--- config.mk ---
export PLATFORM = sky130hd
export DESIGN_NAME = audio_dac_serializer_flat
export DESIGN_NICKNAME = d
export VERILOG_FILES = /design/src/rtl/audio_dac_serializer_if.sv /design/src/rtl/audio_dac_serializer.sv /design/src/flat_wrapper.sv
export SDC_FILE = /design/constraint.sdc
export NUM_CORES = 1
export LEC_CHECK = 0
export BUFFER_PORTS_ARGS = -buffer_cell sky130_fd_sc_hd__buf_2
export CAP_MARGIN = 15
export CORE_ASPECT_RATIO = 0.7
export CORE_MARGIN = 5
export CORE_UTILIZATION = 60
export CTS_BUF_LIST = sky130_fd_sc_hd__clkbuf_4 sky130_fd_sc_hd__clkbuf_8
export CTS_CLUSTER_DIAMETER = 40
export DETAILED_ROUTE_END_ITERATION = 16
export GPL_TIMING_DRIVEN = 1
export PLACE_DENSITY = 0.9
export SLEW_MARGIN = 25
export SYNTH_ARGS = -nofsm -noshare
export SYNTH_HDL_FRONTEND = slang
export SYNTH_SLANG_ARGS = --single-unit
--- constraint.sdc ---
create_clock -name CLOCK_50 -period 4.5 [get_ports CLOCK_50]
set_input_delay 0.45 -clock CLOCK_50 [delete_from_list [all_inputs] [get_ports CLOCK_50]]
set_output_delay 0.45 -clock CLOCK_50 [all_outputs]
set_load 0.01 [all_outputs]
--- src/rtl/audio_dac_serializer_if.sv ---
// Sample-side inputs and I2S codec outputs of audio_dac_serializer.
// master = mixer/codec side, slave = the serializer itself.
interface audio_dac_serializer_if;
    // sample_req is a strobe, not a valid/ready handshake. The serializer
    // samples total_sound, gain_shift and mute on exactly the cycle it latches,
    // raises sample_req on the following cycle, and never waits on a ready.
    logic signed [31:0] total_sound;
    logic [3:0]         gain_shift;
    logic               mute;
    logic               AUD_BCLK;
    logic               AUD_DACLRCK;
    logic               AUD_DACDAT;
    logic               sample_req;
    logic               clip;

    modport master (
        output total_sound, gain_shift, mute,
        input  AUD_BCLK, AUD_DACLRCK, AUD_DACDAT, sample_req, clip
    );

    modport slave (
        input  total_sound, gain_shift, mute,
        output AUD_BCLK, AUD_DACLRCK, AUD_DACDAT, sample_req, clip
    );
endinterface

--- src/rtl/audio_dac_serializer.sv ---
// Latches, attenuates and saturates one 16-bit sample per frame and sends it
// as I2S on both slots. Optional soft mute fade: define AUDIO_SOFT_MUTE_EN.
module audio_dac_serializer #(
    parameter int BCLK_HALF = 8
) (
    input  logic                   CLOCK_50,
    input  logic                   reset,
    audio_dac_serializer_if.slave  aud
);
    localparam int DW = (BCLK_HALF > 1) ? $clog2(BCLK_HALF) : 1;

    logic [DW-1:0]      div_cnt;
    logic               bclk;
    logic [5:0]         bit_cnt;
    logic [5:0]         bit_next;
    logic [15:0]        sample_reg;
    logic               dat;
    logic               dat_next;
    logic               req;
    logic               clip_q;
    logic               div_wrap;
    logic               bclk_fall;
    logic               latch;
    logic [5:0]         eff_shift;
    logic               force_zero;
    logic signed [31:0] s1;
    logic [15:0]        sample_next;
    logic               clip_next;
    logic [3:0]         ser_idx;

    assign div_wrap  = (div_cnt == DW'(BCLK_HALF - 1));
    assign bclk_fall = div_wrap & bclk;
    assign latch     = bclk_fall & (bit_cnt == 6'd63);
    assign bit_next  = bit_cnt + 6'd1;

`ifdef AUDIO_SOFT_MUTE_EN
    logic [4:0] att;
    logic [4:0] att_next;

    always_comb begin
        att_next = att;
        if (aud.mute) begin
            if (att != 5'd16) att_next = att + 5'd1;
        end else begin
            if (att != 5'd0) att_next = att - 5'd1;
        end
    end

    // The sample latched on this event already uses the stepped attenuation.
    assign eff_shift  = {2'b00, aud.gain_shift} + {1'b0, att_next};
    assign force_zero = (att_next == 5'd16);

    always_ff @(posedge CLOCK_50) begin
        if (reset) begin
            att <= 5'd0;
        end else if (latch) begin
            att <= att_next;
        end
    end
`else
    assign eff_shift  = {2'b00, aud.gain_shift};
    assign force_zero = aud.mute;
`endif

    assign s1 = $signed(aud.total_sound) >>> eff_shift;

    always_comb begin
        sample_next = s1[15:0];
        clip_next   = 1'b0;
        if (s1 > 32'sd32767) begin
            sample_next = 16'h7FFF;
            clip_next   = 1'b1;
        end else if (s1 < -32'sd32768) begin
            sample_next = 16'h8000;
            clip_next   = 1'b1;
        end
        if (force_zero) begin
            sample_next = 16'h0000;
            clip_next   = 1'b0;
        end
    end

    // Slots 1..16 and 33..48 carry bits 15..0; 16 - slot modulo 16 picks the bit.
    assign ser_idx = 4'd0 - bit_next[3:0];

    always_comb begin
        dat_next = 1'b0;
        if ((bit_next >= 6'd1 && bit_next <= 6'd16) ||
            (bit_next >= 6'd33 && bit_next <= 6'd48)) begin
            dat_next = sample_reg[ser_idx];
        end
    end

    always_ff @(posedge CLOCK_50) begin
        if (reset) begin
            div_cnt    <= '0;
            bclk       <= 1'b0;
            bit_cnt    <= 6'd0;
            sample_reg <= 16'h0000;
            dat        <= 1'b0;
            req        <= 1'b0;
            clip_q     <= 1'b0;
        end else begin
            req <= latch;
            if (div_wrap) begin
                div_cnt <= '0;
                bclk    <= ~bclk;
            end else begin
                div_cnt <= div_cnt + DW'(1);
            end
            if (bclk_fall) begin
                bit_cnt <= bit_next;
                dat     <= dat_next;
            end
            if (latch) begin
                sample_reg <= sample_next;
                clip_q     <= clip_next;
            end
        end
    end

    assign aud.AUD_BCLK    = bclk;
    assign aud.AUD_DACLRCK = bit_cnt[5];
    assign aud.AUD_DACDAT  = dat;
    assign aud.sample_req  = req;
    assign aud.clip        = clip_q;
endmodule

--- src/flat_wrapper.sv ---
// flat-port wrapper written by rule: the top's interface ports become plain ports
module audio_dac_serializer_flat 
#(
    parameter int BCLK_HALF = 8
)
  (CLOCK_50, reset, aud_total_sound, aud_gain_shift, aud_mute, aud_AUD_BCLK, aud_AUD_DACLRCK, aud_AUD_DACDAT, aud_sample_req, aud_clip);
  audio_dac_serializer_if aud_i ();
  input  logic CLOCK_50;
  input  logic reset;
  input wire logic [$bits(aud_i.total_sound)-1:0] aud_total_sound;
  input wire logic [$bits(aud_i.gain_shift)-1:0] aud_gain_shift;
  input wire logic [$bits(aud_i.mute)-1:0] aud_mute;
  output wire logic [$bits(aud_i.AUD_BCLK)-1:0] aud_AUD_BCLK;
  output wire logic [$bits(aud_i.AUD_DACLRCK)-1:0] aud_AUD_DACLRCK;
  output wire logic [$bits(aud_i.AUD_DACDAT)-1:0] aud_AUD_DACDAT;
  output wire logic [$bits(aud_i.sample_req)-1:0] aud_sample_req;
  output wire logic [$bits(aud_i.clip)-1:0] aud_clip;
  assign aud_i.total_sound = aud_total_sound;
  assign aud_i.gain_shift = aud_gain_shift;
  assign aud_i.mute = aud_mute;
  assign aud_AUD_BCLK = aud_i.AUD_BCLK;
  assign aud_AUD_DACLRCK = aud_i.AUD_DACLRCK;
  assign aud_AUD_DACDAT = aud_i.AUD_DACDAT;
  assign aud_sample_req = aud_i.sample_req;
  assign aud_clip = aud_i.clip;
  audio_dac_serializer #(.BCLK_HALF(BCLK_HALF)) u_core (.CLOCK_50(CLOCK_50), .reset(reset), .aud(aud_i));
endmodule
# ---- Word-level counts from Yosys, hierarchy flattened
# Index checks and enable logic that the tools add are counted.
# Widths: inputs -> output; s select.
dict set report totals {
  inputBits 39
  out_inout_bits 5
  word_cells 36
  reg_bits 29
}
dict set report op_classes {
  muxes 9
  bitwise 3
  n_shift 1
  n_addsub 3
  n_lt_le_gt_ge 7
  reduce_logical 4
  eq_ne 2
}
# cell n
set op_table {}
lappend op_table {{$mux 16} 3}
lappend op_table {{$gt 32x16->1 const B} 1}
lappend op_table {{$lt 32x16->1 const B} 1}
lappend op_table {{$sshr 32x4->32} 1}
lappend op_table {{$add 6x1->6 const B} 1}
lappend op_table {{$eq 6x6->1 const B} 1}
lappend op_table {{$ge 6x1->1 const B} 1}
lappend op_table {{$ge 6x6->1 const B} 1}
lappend op_table {{$le 6x5->1 const B} 1}
lappend op_table {{$le 6x6->1 const B} 1}
lappend op_table {{$lt 4x5->1 const B} 1}
lappend op_table {{$mux 1} 5}
lappend op_table {{$bmux 1 s4} 1}
lappend op_table {{$sub 1x4->4 const A} 1}
lappend op_table {{$add 3x1->3 const B} 1}
lappend op_table {{$eq 3x3->1 const B} 1}
lappend op_table {{$and 1x1->1} 2}
lappend op_table {{$logic_and 1x1->1} 2}
lappend op_table {{$reduce_or 2->1} 1}
lappend op_table {{$logic_or 1x1->1} 1}
lappend op_table {{$not 1->1} 1}

# ---- Longest topological paths before layout
dict set report depth {
  ltp_word 5
  ltp_mapped 12
  mapped_depth_nobuf 9
}

# ---- Least setup slack after synthesis
# OpenSTA, ideal clock, no wires.
dict set report synth_path {
  path_type {in2reg}
  start {in aud_gain_shift[0]}
  end {reg u_core.sample_reg[10]}
  n_path_buf 1
  setup_slack_ps 1468
  arrival_time_ps 2916
  stages 8
  cell_sequence {buf_6 -> mux4_2 -> mux4_2 -> a221o_1 -> or4_4 -> o21ai_4 -> a21bo_1 -> a22o_1}
}
dict set report synth_via {
  elab_chain_cells 5
  word_cells_on_any_way 6
  classes_between {order compare (2); shift (1); mux (3)}
}
# element line_no
set synth_lines {}
lappend synth_lines {{start, declared} flat_wrapper.sv:11} ;# input wire logic [$bits(aud_i.gain_shift)-1:0] aud_gain_shift;
lappend synth_lines {{$sshr 32x4->32 (*)} audio_dac_serializer.sv:65} ;# assign s1 = $signed(aud.total_sound) >>> eff_shift;
lappend synth_lines {{$lt 32x16->1} audio_dac_serializer.sv:73} ;# end else if (s1 < -32'sd32768) begin
lappend synth_lines {{$mux 16} audio_dac_serializer.sv:73}
lappend synth_lines {{$mux 16 (*)} audio_dac_serializer.sv:70} ;# if (s1 > 32'sd32767) begin
lappend synth_lines {{$mux 16 (*)} audio_dac_serializer.sv:77} ;# if (force_zero) begin
lappend synth_lines {{end signal, assigned} audio_dac_serializer.sv:116} ;# sample_reg <= sample_next;
lappend synth_lines {{end, declared} audio_dac_serializer.sv:16} ;# logic [15:0] sample_reg;
# Mark *: on every way between the ends. The rest lies on a longest branch, timed or not.
# A chain may end at the register's enable or synchronous reset.

# ---- Worst setup path in the final report
# Ends and elaborated chain as after synthesis.

==> flow_results.org <==
** Synthesis
- Count leader, synth :: nand2_1
- Among all flip-flop cells after synthesis, the most frequent one is dfxtp_1.
- #FFs+latches synth :: 29
- Cell types occupying the most area after synthesis :: mux4_2 29%, dfxtp_1 20%, nand2_1 5.4%, a22o_1 5.2%, nand3_1 2.8%
- Proportion of synthesized chip area in sequential cells :: 20.3%
- Post-synthesis async set-or-reset flop share :: 0%
- Number of nets in the synthesized netlist :: about 350
- Cell taking the most area after synthesis :: mux4_2
- Area share of the largest cell type after synthesis :: 29.1%
- Syn Std Cell Area :: 2860 sq um
- The average instance in the mapped netlist occupies 9.26 sq um.
- The Yosys step of the flow raised 0 warnings.
- Syn Inst Count :: 309
- The number of different library cells used by synthesis comes to 58.
- Number of enable-type register cells in the synthesized netlist :: 0
- By count the netlist is led by 41 x nand2_1, 37 x mux4_2, 29 x dfxtp_1.

** CTS
- Post-CTS resize count :: 0
- The cell sitting at the root of the clock tree is a clkbuf_8.
- Clock tree synthesis inserted a total of 5 buffers.
- The later pin in the worst-skew pair is clocked with a latency of around 0.28 ns.
- Number of levels the H-tree was split into :: 2
- Clock tree from TritonCTS :: yes
- Counting along the longest clock path gives a buffer depth of 2.
- Sinks on Clock Net :: 29
- For this design, the CTS-stage hold fixing added 0 buffers.
- After clock tree synthesis, the clock-pin slew on the worst setup and hold paths is approximately 0.06 ns.
- Post-CTS setup-driven buffer insertion count :: 0

** GRT
- The initial antenna violation count is 0.
- Pin count of the biggest net entering global routing :: 42
- The via count of the first global-routing pass came to about 2400.
- For this run, the total global-route usage over all layers was measured as between 20% and 30%.
- Wire length of the first global-routing pass :: about 11000 um
- After global routing the overflow that remains totals 0.

** Die
- Top-level I/O count :: 44
- After floorplanning, the core was sized to cover ~4700 sq um.
- Die Span X :: approximately 90 um
- The floorplan step defined a die boundary enclosing 6270 sq um.
- Row count :: 21
- Floorplan die height :: between 60 and 70 um
- Initial Util :: 60.9%

** Worst setup path
- For the worst setup path, the data arrival time is 3.81 ns.
- Maximum cell stage delay along the critical path :: between 0.6 and 0.7 ns
- STA classifies the critical path startpoint as a primary input.
- The worst setup path is captured at a flip-flop.
- Worst Path Required :: between 4 and 5 ns
- Cell at the slowest stage of the critical path :: mux4_2
- The signal on the critical path passes through buf_2 -> mux4_2 -> mux4_2 -> a221o_1 -> or4_4 -> o21ai_4 -> a21bo_1 -> a22o_1.
- Worst-case register-to-register setup slack :: around 1.9 ns
- Cell occurring most often along the worst timing path :: mux4_2
- For the worst flop-to-flop path, the logic depth is 9.
- Crit-path max FO :: 36
- RR Startpoint :: u_core.div_cnt[0]$_SDFF_PP0_
- Type of the setup path with the least slack :: primary input to flip-flop
- In this run the worst setup path begins at aud_gain_shift[0].
- In this run the critical register-to-register path is captured at u_core.sample_reg[10]$_SDFFE_PP0P_.

** Timing
- Worst slew slack as a fraction of its limit :: slightly above 40%
- Final count of hold timing violations :: 0
- Setup repair after global routing left no endpoint under its margin.
- Fmax :: around 270 MHz
- Worst hold slack :: between 0.4 and 0.5 ns
- The count of final max-slew check failures is 0.
- For the final database, setup skew stands at between 0.007 and 0.008 ns.
- Final number of setup-violating endpoints :: 0
- Dividing the final minimum period by the clock period gives between 80% and 90%.
- For the pin with the worst max-slew slack, the measured transition is around 0.9 ns.
- Minimum period implied by the final worst setup slack :: around 3.6 ns
- For the final routed database, the setup TNS stands at 0 ns.

** Final layout
- 0 antenna diodes ended up in the layout.
- Fraction of the core area covered by cells at the end of the flow :: around two thirds
- The register with the most flip-flops in the layout has 16 of them.
- The final layout contains 374 nets.
- Of the cells placed in the final design, the portion with a size suffix greater than 1 is between 20% and 30%.
- From synthesis to final layout, the design area changed by 8.26%.

** Route
- In the routed layout, each cell is associated on average with a via count of approximately 6.7.
- The count of nets left with antenna violations once routing finished came out at 0.
- Vias post-DR :: 2587
- WL final :: ~6700 um
- The pre-antenna-repair detailed-routing pass consisted of 4 iterations.
- After detailed routing, the number of remaining DRC violations is 0.
- Wire length per cell :: roughly 17 um
- In this run, the number of DRC markers left after iteration 0 of detailed routing was roughly 160.

** Min path
- Hold path endpoint :: u_core.div_cnt[0]$_SDFF_PP0_
- Hold Startpoint :: u_core.div_cnt[0]$_SDFF_PP0_
- Class of the most critical hold timing path :: flip-flop to flip-flop
- Along the worst hold path, the cell count comes to 1.

** Power and ir drop
- For this design the ratio of total power to cell area is 216 nW/um^2.
- IR analysis of the VDD net gives a maximum drop of about 0.10 mV.
- For this design the static power due to leakage is around 1.3 nW.

** Outcome
- Outcome :: finished, final reports clean

** Place
- The wire-length estimate of the detail-placed layout is ~5100 um.
- IO Port Bufs :: 43
- At the end of routability-driven placement, the weighted congestion stood at ~0.94.

** Run
- The tool flagged a number of max-cap violations equal to 0.
power by group:
part	total [mW]	leakage (nW)	internal [mW]	switching, mW
clock network	0.188	0.0399	0.101	0.0865
registers	0.261	0.234	0.259	0.00125
logic	0.222	0.978	0.103	0.119
cell families (layout without fill, tap and decap cells):
kind of cell               after synthesis  count (layout)  synth area share [%]
xor gates and xnor gates                 8               8                  2.45
and+or+nand+nor                        101             101                  16.6
adders and majority gates                4               4                  1.75
DFF                                     29              29                  20.3
buffers and inverters                   46              67                  6.82
AOI/OAI and AO/OA                       73              73                  19.0
muxes                                   48              48                  33.1
placed cells by master, fill, tap and decap left out, drive strengths merged, types with 2 or more instances in the layout:
| cell type | n |
|---|---|
| or3 | 2 |
| buf | 44 |
| nand3 | 16 |
| a21oi | 11 |
| a21o | 3 |
| clkinv | 2 |
| ha | 4 |
| a211oi | 2 |
| nand2 | 41 |
| nand4 | 2 |
| a31oi | 5 |
| a22oi | 2 |
| a41oi | 2 |
| mux4 | 37 |
| inv | 16 |
| mux2i | 7 |
| nor3b | 2 |
| nor2 | 17 |
| o311ai | 2 |
| a22o | 17 |
| mux2 | 4 |
| xnor2 | 5 |
| and3 | 2 |
| nand2b | 4 |
| dfxtp | 29 |
| a32o | 2 |
| o21ai | 13 |
| clkbuf | 5 |
| xor2 | 3 |
| nor2b | 5 |
| nor3 | 4 |
| o21a | 2 |
metal layers:
metal	track usage, %	wire, um	up-vias
met5	0	0	-
met4	9.44	99	0
met3	2.34	589	10
met2	33.6	3000	123
met1	32.4	2960	1234
li1	-	-	1220
worst max-delay path by stage:
stage,cells past startpoint,slack (ns),to
floorplan,8,1.47,u_core.sample_reg[10]$_SDFFE_PP0P_
global placement,8,0.63,u_core.sample_reg[10]$_SDFFE_PP0P_
detailed placement,8,0.56,u_core.sample_reg[10]$_SDFFE_PP0P_
CTS,8,0.85,u_core.sample_reg[10]$_SDFFE_PP0P_
global route,8,0.67,u_core.sample_reg[10]$_SDFFE_PP0P_
finish,8,0.86,u_core.sample_reg[10]$_SDFFE_PP0P_
through the flow:
stage / instances / setup slack (ns) / total power, mW / instance area [sq um]
2_1_floorplan: 309 / 1.47 / 0.428 / 2860
3_3_place_gp: 381 / 0.630 / 0.479 / 3030
3_5_place_dp: 381 / 0.564 / 0.484 / 3030
4_1_cts: 387 / 0.854 / 0.672 / 3100
5_1_grt: 387 / 0.669 / 0.708 / 3100
6_report: 387 / 0.863 / 0.670 / 3100
worst max-delay path: cells and delay by family:
family / cells / cell delay, ns
buffers and inverters: 1 / 0.67
and+or+nand+nor: 1 / 0.44
AOI/OAI and AO/OA: 4 / 1.04
muxes: 2 / 1.19
cell type report:
class / instances / area (sq um)
tap: 57 / 71.3
fill: 382 / 1600
clock inverter: 1 / 5.00
sequential: 29 / 581
inverter: 17 / 63.8
timing repair buffer: 44 / 223
clock buffer: 5 / 68.8
multi-input combinational: 234 / 2090
No activity file was read; power rests on OpenSTA's default activity.
